File: config.mk
export PLATFORM = sky130hd
export DESIGN_NAME = lpif_ustrm_protid_arb
export DESIGN_NICKNAME = d
export VERILOG_FILES = /design/src/rtl/lpif_arb_pkg.sv /design/src/rtl/lpif_rr_pick.sv /design/src/rtl/lpif_ustrm_protid_arb.sv
export SDC_FILE = /design/constraint.sdc
export NUM_CORES = 1
export LEC_CHECK = 0
export BUFFER_PORTS_ARGS = -buffer_cell sky130_fd_sc_hd__buf_2
export CELL_PAD_IN_SITES_DETAIL_PLACEMENT = 0
export CELL_PAD_IN_SITES_GLOBAL_PLACEMENT = 1
export CORE_AREA = 8 8 283 285
export DETAILED_ROUTE_END_ITERATION = 12
export DIE_AREA = 0 0 291 293
export PLACE_DENSITY = 0.52
export SLEW_MARGIN = 20
export SYNTH_ARGS = -nofsm -noshare
export SYNTH_HDL_FRONTEND = slang
export SYNTH_SLANG_ARGS = --single-unit
File: constraint.sdc
create_clock -name clk_wr -period 2.77 [get_ports clk_wr]
set_clock_uncertainty 0.2 [all_clocks]
set_input_delay 0.4155 -clock clk_wr [delete_from_list [all_inputs] [get_ports clk_wr]]
set_output_delay 0.4155 -clock clk_wr [all_outputs]
set_load 0.05 [all_outputs]
File: src/rtl/lpif_arb_pkg.sv
// Shared definitions for the LPIF upstream protid arbiter.
// Contents: arbitration FSM state type, LPIF channel field widths,
// arb_debug_status field offsets and the round-robin pointer helper.
package lpif_arb_pkg;

    typedef enum logic [0:0] {
        ARB_IDLE  = 1'b0,
        ARB_BURST = 1'b1
    } arb_state_t;

    localparam int LPIF_DATA_W   = 128;
    localparam int LPIF_CRC_W    = 8;
    localparam int LPIF_PROTID_W = 2;

    // arb_debug_status layout
    localparam int DBG_OVERRUN_BIT = 31;
    localparam int DBG_GRANT_LSB   = 24;
    localparam int DBG_PKTCNT_LSB  = 0;

    // Index following idx, wrapping at n requesters.
    function automatic logic [1:0] rr_next(input logic [1:0] idx, input int n);
        if (int'(idx) >= n - 1) begin
            return 2'd0;
        end
        return idx + 2'd1;
    endfunction

endpackage

File: src/rtl/lpif_rr_pick.sv
// Combinational round-robin priority picker.
// Ports:
//   req       in  N  request vector
//   ptr       in  2  highest-priority index this cycle
//   grant_oh  out N  one-hot winner (0 when nothing requests)
//   grant_idx out 2  binary winner index
//   any       out 1  at least one request present
module lpif_rr_pick #(
    parameter int N = 4
) (
    input  logic [N-1:0] req,
    input  logic [1:0]   ptr,
    output logic [N-1:0] grant_oh,
    output logic [1:0]   grant_idx,
    output logic         any
);

    logic [3:0] req_ext;
    logic [2:0] cand;

    assign req_ext = 4'(req);

    // Walk offsets from farthest to nearest so the requester closest to
    // ptr (in wrap order) is the last one written and therefore wins.
    always_comb begin
        grant_idx = '0;
        any       = 1'b0;
        cand      = '0;
        for (int k = N - 1; k >= 0; k--) begin
            cand = {1'b0, ptr} + 3'(k);
            if (cand >= 3'(N)) begin
                cand = cand - 3'(N);
            end
            if (req_ext[cand[1:0]]) begin
                grant_idx = cand[1:0];
                any       = 1'b1;
            end
        end
        grant_oh = '0;
        if (any) begin
            grant_oh = N'(4'b0001 << grant_idx);
        end
    end

endmodule

File: src/rtl/lpif_ustrm_protid_arb.sv
// Packet-atomic round-robin arbiter sharing the 128-bit LPIF upstream
// channel between up to four protocol stacks, each tagged with a protid.
// Ports:
//   clk_wr, rst_wr_n           clock, asynchronous active-low reset
//   link_active, link_state    link usable flag and LPIF state
//   req_valid/data/last/crc/crc_vld   per-requester beat inputs
//   req_ready                  per-requester accept (valid & ready)
//   ustrm_*                    registered LPIF upstream outputs
//   arb_debug_status           {overrun, 3'b0, grant one-hot, 8'b0, pkt_count}
module lpif_ustrm_protid_arb
    import lpif_arb_pkg::*;
#(
    parameter int          NUM_REQ       = 4,
    parameter logic [7:0]  PROTID_MAP    = 8'hE4,
    parameter logic [15:0] MAX_PKT_BEATS = 16'd64
) (
    input  logic                         clk_wr,
    input  logic                         rst_wr_n,
    input  logic                         link_active,
    input  logic [3:0]                   link_state,
    input  logic [NUM_REQ-1:0]           req_valid,
    input  logic [LPIF_DATA_W*NUM_REQ-1:0] req_data,
    input  logic [NUM_REQ-1:0]           req_last,
    input  logic [LPIF_CRC_W*NUM_REQ-1:0] req_crc,
    input  logic [NUM_REQ-1:0]           req_crc_vld,
    output logic [NUM_REQ-1:0]           req_ready,
    output logic [3:0]                   ustrm_state,
    output logic [LPIF_PROTID_W-1:0]     ustrm_protid,
    output logic [LPIF_DATA_W-1:0]       ustrm_data,
    output logic                         ustrm_dvalid,
    output logic [LPIF_CRC_W-1:0]        ustrm_crc,
    output logic                         ustrm_crc_valid,
    output logic                         ustrm_valid,
    output logic [31:0]                  arb_debug_status
);

    // Requester inputs widened to four slots so a 2-bit index is always legal.
    logic [LPIF_DATA_W-1:0] data_arr [4];
    logic [LPIF_CRC_W-1:0]  crc_arr  [4];
    logic [3:0]             valid_ext, last_ext, crc_vld_ext;

    generate
        for (genvar gi = 0; gi < 4; gi++) begin : g_ext
            if (gi < NUM_REQ) begin : g_used
                assign data_arr[gi]    = req_data[gi*LPIF_DATA_W +: LPIF_DATA_W];
                assign crc_arr[gi]     = req_crc[gi*LPIF_CRC_W +: LPIF_CRC_W];
                assign valid_ext[gi]   = req_valid[gi];
                assign last_ext[gi]    = req_last[gi];
                assign crc_vld_ext[gi] = req_crc_vld[gi];
            end else begin : g_unused
                assign data_arr[gi]    = '0;
                assign crc_arr[gi]     = '0;
                assign valid_ext[gi]   = 1'b0;
                assign last_ext[gi]    = 1'b0;
                assign crc_vld_ext[gi] = 1'b0;
            end
        end
    endgenerate

    arb_state_t  state_reg, state_next;
    logic [1:0]  grant_reg, grant_next;
    logic [3:0]  grant_oh_reg, grant_oh_next;
    logic [1:0]  rr_ptr_reg, rr_ptr_next;
    logic [15:0] beat_cnt_reg, beat_cnt_next;
    logic [15:0] pkt_count_reg, pkt_count_next;
    logic        overrun_reg, overrun_next;

    logic [NUM_REQ-1:0] pick_oh;
    logic [1:0]         pick_idx;
    logic               pick_any;

    logic [1:0]  sel_idx;
    logic [3:0]  ready_vec;
    logic [15:0] cnt_inc;
    logic        accept;

    lpif_rr_pick #(.N(NUM_REQ)) u_pick (
        .req       (req_valid),
        .ptr       (rr_ptr_reg),
        .grant_oh  (pick_oh),
        .grant_idx (pick_idx),
        .any       (pick_any)
    );

    always_comb begin
        state_next     = state_reg;
        grant_next     = grant_reg;
        grant_oh_next  = grant_oh_reg;
        rr_ptr_next    = rr_ptr_reg;
        beat_cnt_next  = beat_cnt_reg;
        pkt_count_next = pkt_count_reg;
        overrun_next   = overrun_reg;
        sel_idx        = grant_reg;
        ready_vec      = '0;
        cnt_inc        = beat_cnt_reg + 16'd1;

        case (state_reg)
            ARB_IDLE: begin
                // Selection and first-beat accept happen in the same cycle.
                sel_idx = pick_idx;
                cnt_inc = 16'd1;
                if (link_active && pick_any) begin
                    ready_vec = 4'(pick_oh);
                end
            end
            ARB_BURST: begin
                if (link_active) begin
                    ready_vec = grant_oh_reg;
                end
            end
            default: ;
        endcase

        accept = |(ready_vec & valid_ext);

        if (accept) begin
            if (state_reg == ARB_IDLE) begin
                grant_next    = pick_idx;
                grant_oh_next = 4'(pick_oh);
            end
            if (last_ext[sel_idx]) begin
                state_next     = ARB_IDLE;
                rr_ptr_next    = rr_next(sel_idx, NUM_REQ);
                pkt_count_next = pkt_count_reg + 16'd1;
            end else if (cnt_inc >= MAX_PKT_BEATS) begin
                // Runaway packet: release the channel; the tail re-arbitrates.
                state_next   = ARB_IDLE;
                rr_ptr_next  = rr_next(sel_idx, NUM_REQ);
                overrun_next = 1'b1;
            end else begin
                state_next    = ARB_BURST;
                beat_cnt_next = cnt_inc;
            end
        end
    end

    // Ready is combinational from inputs, so hold it low while in reset.
    assign req_ready = ready_vec[NUM_REQ-1:0] & {NUM_REQ{rst_wr_n}};

    always_ff @(posedge clk_wr or negedge rst_wr_n) begin
        if (!rst_wr_n) begin
            state_reg     <= ARB_IDLE;
            grant_reg     <= '0;
            grant_oh_reg  <= '0;
            rr_ptr_reg    <= '0;
            beat_cnt_reg  <= '0;
            pkt_count_reg <= '0;
            overrun_reg   <= 1'b0;
        end else begin
            state_reg     <= state_next;
            grant_reg     <= grant_next;
            grant_oh_reg  <= grant_oh_next;
            rr_ptr_reg    <= rr_ptr_next;
            beat_cnt_reg  <= beat_cnt_next;
            pkt_count_reg <= pkt_count_next;
            overrun_reg   <= overrun_next;
        end
    end

    always_ff @(posedge clk_wr or negedge rst_wr_n) begin
        if (!rst_wr_n) begin
            ustrm_state     <= '0;
            ustrm_valid     <= 1'b0;
            ustrm_protid    <= '0;
            ustrm_data      <= '0;
            ustrm_crc       <= '0;
            ustrm_dvalid    <= 1'b0;
            ustrm_crc_valid <= 1'b0;
        end else begin
            ustrm_state     <= link_state;
            ustrm_valid     <= link_active;
            ustrm_dvalid    <= accept;
            ustrm_crc_valid <= accept & crc_vld_ext[sel_idx];
            if (accept) begin
                ustrm_protid <= PROTID_MAP[{sel_idx, 1'b0} +: 2];
                ustrm_data   <= data_arr[sel_idx];
                ustrm_crc    <= crc_arr[sel_idx];
            end
        end
    end

    always_comb begin
        arb_debug_status = '0;
        arb_debug_status[DBG_OVERRUN_BIT]       = overrun_reg;
        arb_debug_status[DBG_GRANT_LSB +: 4]    = grant_oh_reg;
        arb_debug_status[DBG_PKTCNT_LSB +: 16]  = pkt_count_reg;
    end

endmodule

==> impl.org <==
** Outcome
- The run finished with clean final reports.

** Finish
- Compared with the post-synthesis result, the final layout area differs by 54.2%.
- The net count of the finished layout is just over 3,000.
- Measured on the finished design, the core utilization comes to 0.238.
- The register with the most flip-flops in the layout has about 130 of them.
- The layout has between 8,000 and 9,000 filler cells.
- Registers take between 4000 and 5000 sq um.
- Fraction of layout instances using a drive strength above 1 :: 0.368
- Summing all multi-input logic gate instances after layout gives 6520 sq um.

** Clocking
- Worst skew pair latency :: 0.48 ns
- Number of clock buffers inserted by TritonCTS :: 17
- CTS tree :: yes
- The H-tree was split into 4 levels.
- For this design, the sink count on the clock tree is around 190.
- Clock slew seen by the registers of the worst setup and hold paths :: roughly 0.090 ns
- The clock passes through at most 2 buffers.
- The root buffer cell chosen for the clock tree is sky130_fd_sc_hd__clkbuf_16.

** Synthesis
- Leading area contributor after synthesis :: sky130_fd_sc_hd__dfrtp_1
- In this run the mean area of a mapped cell was about 6.7 sq um.
- In this run, synthesis produced a sequential element count of about 190.
- Post-synthesis async set-or-reset flop share :: 1.00
- The share of synthesized area in the top cell type comes to 0.398.
- The mapped netlist covers around 12,000 sq um.
- Yosys instantiated no cell more often than sky130_fd_sc_hd__nand2_1.
- Synth cell count leaders :: 431 x sky130_fd_sc_hd__nand2_1, 425 x sky130_fd_sc_hd__nor2_1, 285 x sky130_fd_sc_hd__o21ai_0, 185 x sky130_fd_sc_hd__dfrtp_1, 141 x sky130_fd_sc_hd__nand3_1
- The most used flip-flop cell after synthesis is sky130_fd_sc_hd__dfrtp_1.
- The cell count after synthesis came out at roughly 1,800.
- Share of the yosys chip area belonging to registers :: 0.398
- By area the synthesized netlist is led by sky130_fd_sc_hd__dfrtp_1 40%, sky130_fd_sc_hd__nand2_1 14%, sky130_fd_sc_hd__nor2_1 14%.
- After synthesis, the netlist uses 56 different library cells.
- The Yosys step of the flow raised 0 warnings.
- Yosys mapped a number of flops with a built-in enable equal to 0.

** Critical path
- In this run the critical register-to-register path is launched from rr_ptr_reg[1]$_DFFE_PN0P_.
- Element type at the critical path start :: flip-flop
- The critical path contains buffers and inverters numbering 0 combined.
- Data arrives at the worst endpoint at between 2 and 3 ns.
- Data required time at the worst endpoint :: just under 3 ns
- On the critical path the largest part of the delay comes from multiplexers.
- Cells traversed along the worst timing path :: nand2b_4, a21oi_4, o41ai_4, mux4_2, a21boi_4, a31oi_4, mux2_4
- Register-to-register setup slack :: approximately 0.10 ns
- Number of cells traversed by the worst register-to-register path :: 7
- Largest incremental delay on the critical path :: approximately 0.63 ns
- On the critical path, the stage with the largest delay is an instance of sky130_fd_sc_hd__mux4_2.
- Worst setup EP type :: flip-flop
- Worst r2r dst :: rr_ptr_reg[0]$_DFFE_PN0P_
- The critical path in this run is classified as reg2reg.
- Crit-path max FO :: 5

** Drt
- For this run, design rule violations remaining after detail routing come to 0.
- Routed WL :: approximately 64 mm
- The count of nets left with antenna violations once routing finished came out at 0.
- For this run, the detailed router's first-pass iteration total came to 5.
- Total vias in the final route :: 14,400
- After detailed routing, the average wire length per cell comes to about 18 um.
- The detailed router finished its first iteration with approximately 680 violations.
- DR vias/cell :: 4.14

** Place
- Once detailed placement completed, the half-perimeter wirelength came to approximately 54 mm.
- Count of input and output buffers :: roughly 730
- The congestion estimate from routability-driven global placement came to between 0.8 and 0.9.

** Die
- Die Y :: 293 um
- The initial utilization of the core area, before any placement, comes to 0.154.
- Floorplan die width :: 291 um
- Standard-cell rows :: 101
- The die covers between 80,000 and 90,000 sq um.
- 744 I/O pins were placed.
- The region available for standard cell placement spans 75,400 sq um.

** Timing
- Setup repair after global routing could not meet its margin everywhere.
- Period utilisation layout :: 0.964
- The clock period could shrink to between 2 and 3 ns.
- Setup violations remaining at the end of the flow were counted as 0.
- Adding up every negative setup slack in the final design gives 0 ns.
- Measured against its own limit, the worst slew margin works out to 0.573.
- Maximum frequency from static timing analysis :: 375 MHz
- Final-report max-slew violation count :: 0
- For the pin with the worst max-slew slack, the measured transition is roughly 0.64 ns.
- The total count of hold-check failures in the final report came to 0.

** Hold path
- The tightest min-delay check is of the in2reg type.
- Counting instances, the worst hold path has a depth of 5.
- Worst Hold Path EP :: ustrm_data[94]$_DFFE_PN0P_
- Launch instance of the worst min-delay path :: req_data[94]

** Global route
- Via count of the first global-routing pass :: about 15,000
- In the global route stage, overall resource usage came out at 0.144.
- The first global-routing pass estimated between 90 and 100 mm of wire.
- The initial antenna violation count came to 9.
- Total overflow reported by the global router :: 0
- Maximum number of pins on one net before global-route repair :: 97

** Run
- Max cap viols :: 0

** Power and ir drop
- VDD IR max :: slightly below 0.8 mV
- Overall power of the completed layout :: about 0.024 W
- Power spread over the standard cell area amounts to about 1400 nW/um^2.
- Summed over all cells, the static leakage comes to approximately 9.2 nW.
-- cells in the final DEF, fill, tap and decap left out, types with 3 or more instances in the layout --
cell type                       count
sky130_fd_sc_hd__a21oi_1            6
sky130_fd_sc_hd__a21oi_2            3
sky130_fd_sc_hd__a31o_2             4
sky130_fd_sc_hd__a31oi_1            3
sky130_fd_sc_hd__and2_1            14
sky130_fd_sc_hd__and3_1             7
sky130_fd_sc_hd__and4_1             3
sky130_fd_sc_hd__buf_12            13
sky130_fd_sc_hd__buf_2            727
sky130_fd_sc_hd__buf_4            107
sky130_fd_sc_hd__buf_6              7
sky130_fd_sc_hd__clkbuf_16         17
sky130_fd_sc_hd__conb_1            11
sky130_fd_sc_hd__dfrtp_1          184
sky130_fd_sc_hd__diode_2            4
sky130_fd_sc_hd__dlygate4sd3_1      8
sky130_fd_sc_hd__inv_1              5
sky130_fd_sc_hd__inv_6              3
sky130_fd_sc_hd__inv_8              5
sky130_fd_sc_hd__mux2i_1            3
sky130_fd_sc_hd__nand2_1          430
sky130_fd_sc_hd__nand3_1          141
sky130_fd_sc_hd__nand4_1            8
sky130_fd_sc_hd__nor2_1           422
sky130_fd_sc_hd__nor2_2             3
sky130_fd_sc_hd__nor3_1             9
sky130_fd_sc_hd__o211ai_1           3
sky130_fd_sc_hd__o21ai_0          280
sky130_fd_sc_hd__o21ai_1            4
sky130_fd_sc_hd__o31ai_1            3
sky130_fd_sc_hd__or3_1              3
sky130_fd_sc_hd__xnor2_1           10
sky130_fd_sc_hd__xor2_1             7
-- metal layers --
metal | part of all wire | track usage
met1 | 0.40 | 0.162
met2 | 0.50 | 0.253
met3 | 0.070 | 0.0458
met4 | 0.030 | 0.0542
met5 | 0.00072 | 0
-- worst max path at each step --
stage                              start                           to  slack, ns  cells after the start
6_report       rr_ptr_reg[1]$_DFFE_PN0P_    rr_ptr_reg[0]$_DFFE_PN0P_       0.10                      7
5_1_grt        rr_ptr_reg[1]$_DFFE_PN0P_  beat_cnt_reg[5]$_DFFE_PN0P_      -0.07                      8
4_1_cts        rr_ptr_reg[1]$_DFFE_PN0P_                 req_ready[3]     0.0001                      7
3_5_place_dp                req_valid[0]  beat_cnt_reg[4]$_DFFE_PN0P_      -0.15                      9
3_3_place_gp                req_valid[0]  beat_cnt_reg[4]$_DFFE_PN0P_      -0.12                      9
2_1_floorplan               req_valid[2]    rr_ptr_reg[0]$_DFFE_PN0P_     0.0002                      8
-- final cells by class --
class,count,area share
Antenna cell,4,0.000557
Sequential cell,185,0.258
Timing Repair Buffer,865,0.275
Multi-Input combinational cell,1423,0.363
Tap cell,978,0.0681
Clock buffer,18,0.0245
Inverter,7,0.00146
Clock inverter,14,0.00969
-- worst register-to-register path: cells and delay by family (launching register included) --
kind             cells  cell delay (ns)
AND/OR/NAND/NOR      1             0.16
flip-flops           1             0.41
AO/OA/AOI/OAI        4             0.86
multiplexers         2             0.94
-- repair_timing --
item                                   CTS  global route
pin swaps                                1             6
setup endpoints to repair                6            59
resized for setup                       12            31
setup buffers                            1             6
endpoints found under the hold margin   95             0
hold buffers                             8             0
-- power by group --
group / switching [W] / internal [W] / total, W
Sequential: 0.000692 / 0.00390 / 0.00459
Combinational: 0.0120 / 0.00520 / 0.0172
Clock: 0.00132 / 0.00133 / 0.00265
-- per-stage QoR --
step	setup slack (ns)	hold slack [ns]	instances	instance area (sq um)
after floorplan	0.000188	-0.0801	1760	11700
after global placement	-0.125	0.0843	3443	17000
after detailed placement	-0.150	0.0867	3443	17000
after CTS	0.000100	0.0460	3484	17800
after global routing	-0.0670	0.0823	3494	18000
final	0.101	0.106	3494	18000
-- cells by family after synthesis --
family | share of synthesized area
mux | 0.00645
flops | 0.398
compound gates | 0.155
xor+xnor | 0.0128
fa+ha+maj | 0.00215
other cells | 0.000322
simple gates | 0.368
buf+inv | 0.0575
Note: power is estimated with default switching activity, not from simulation.
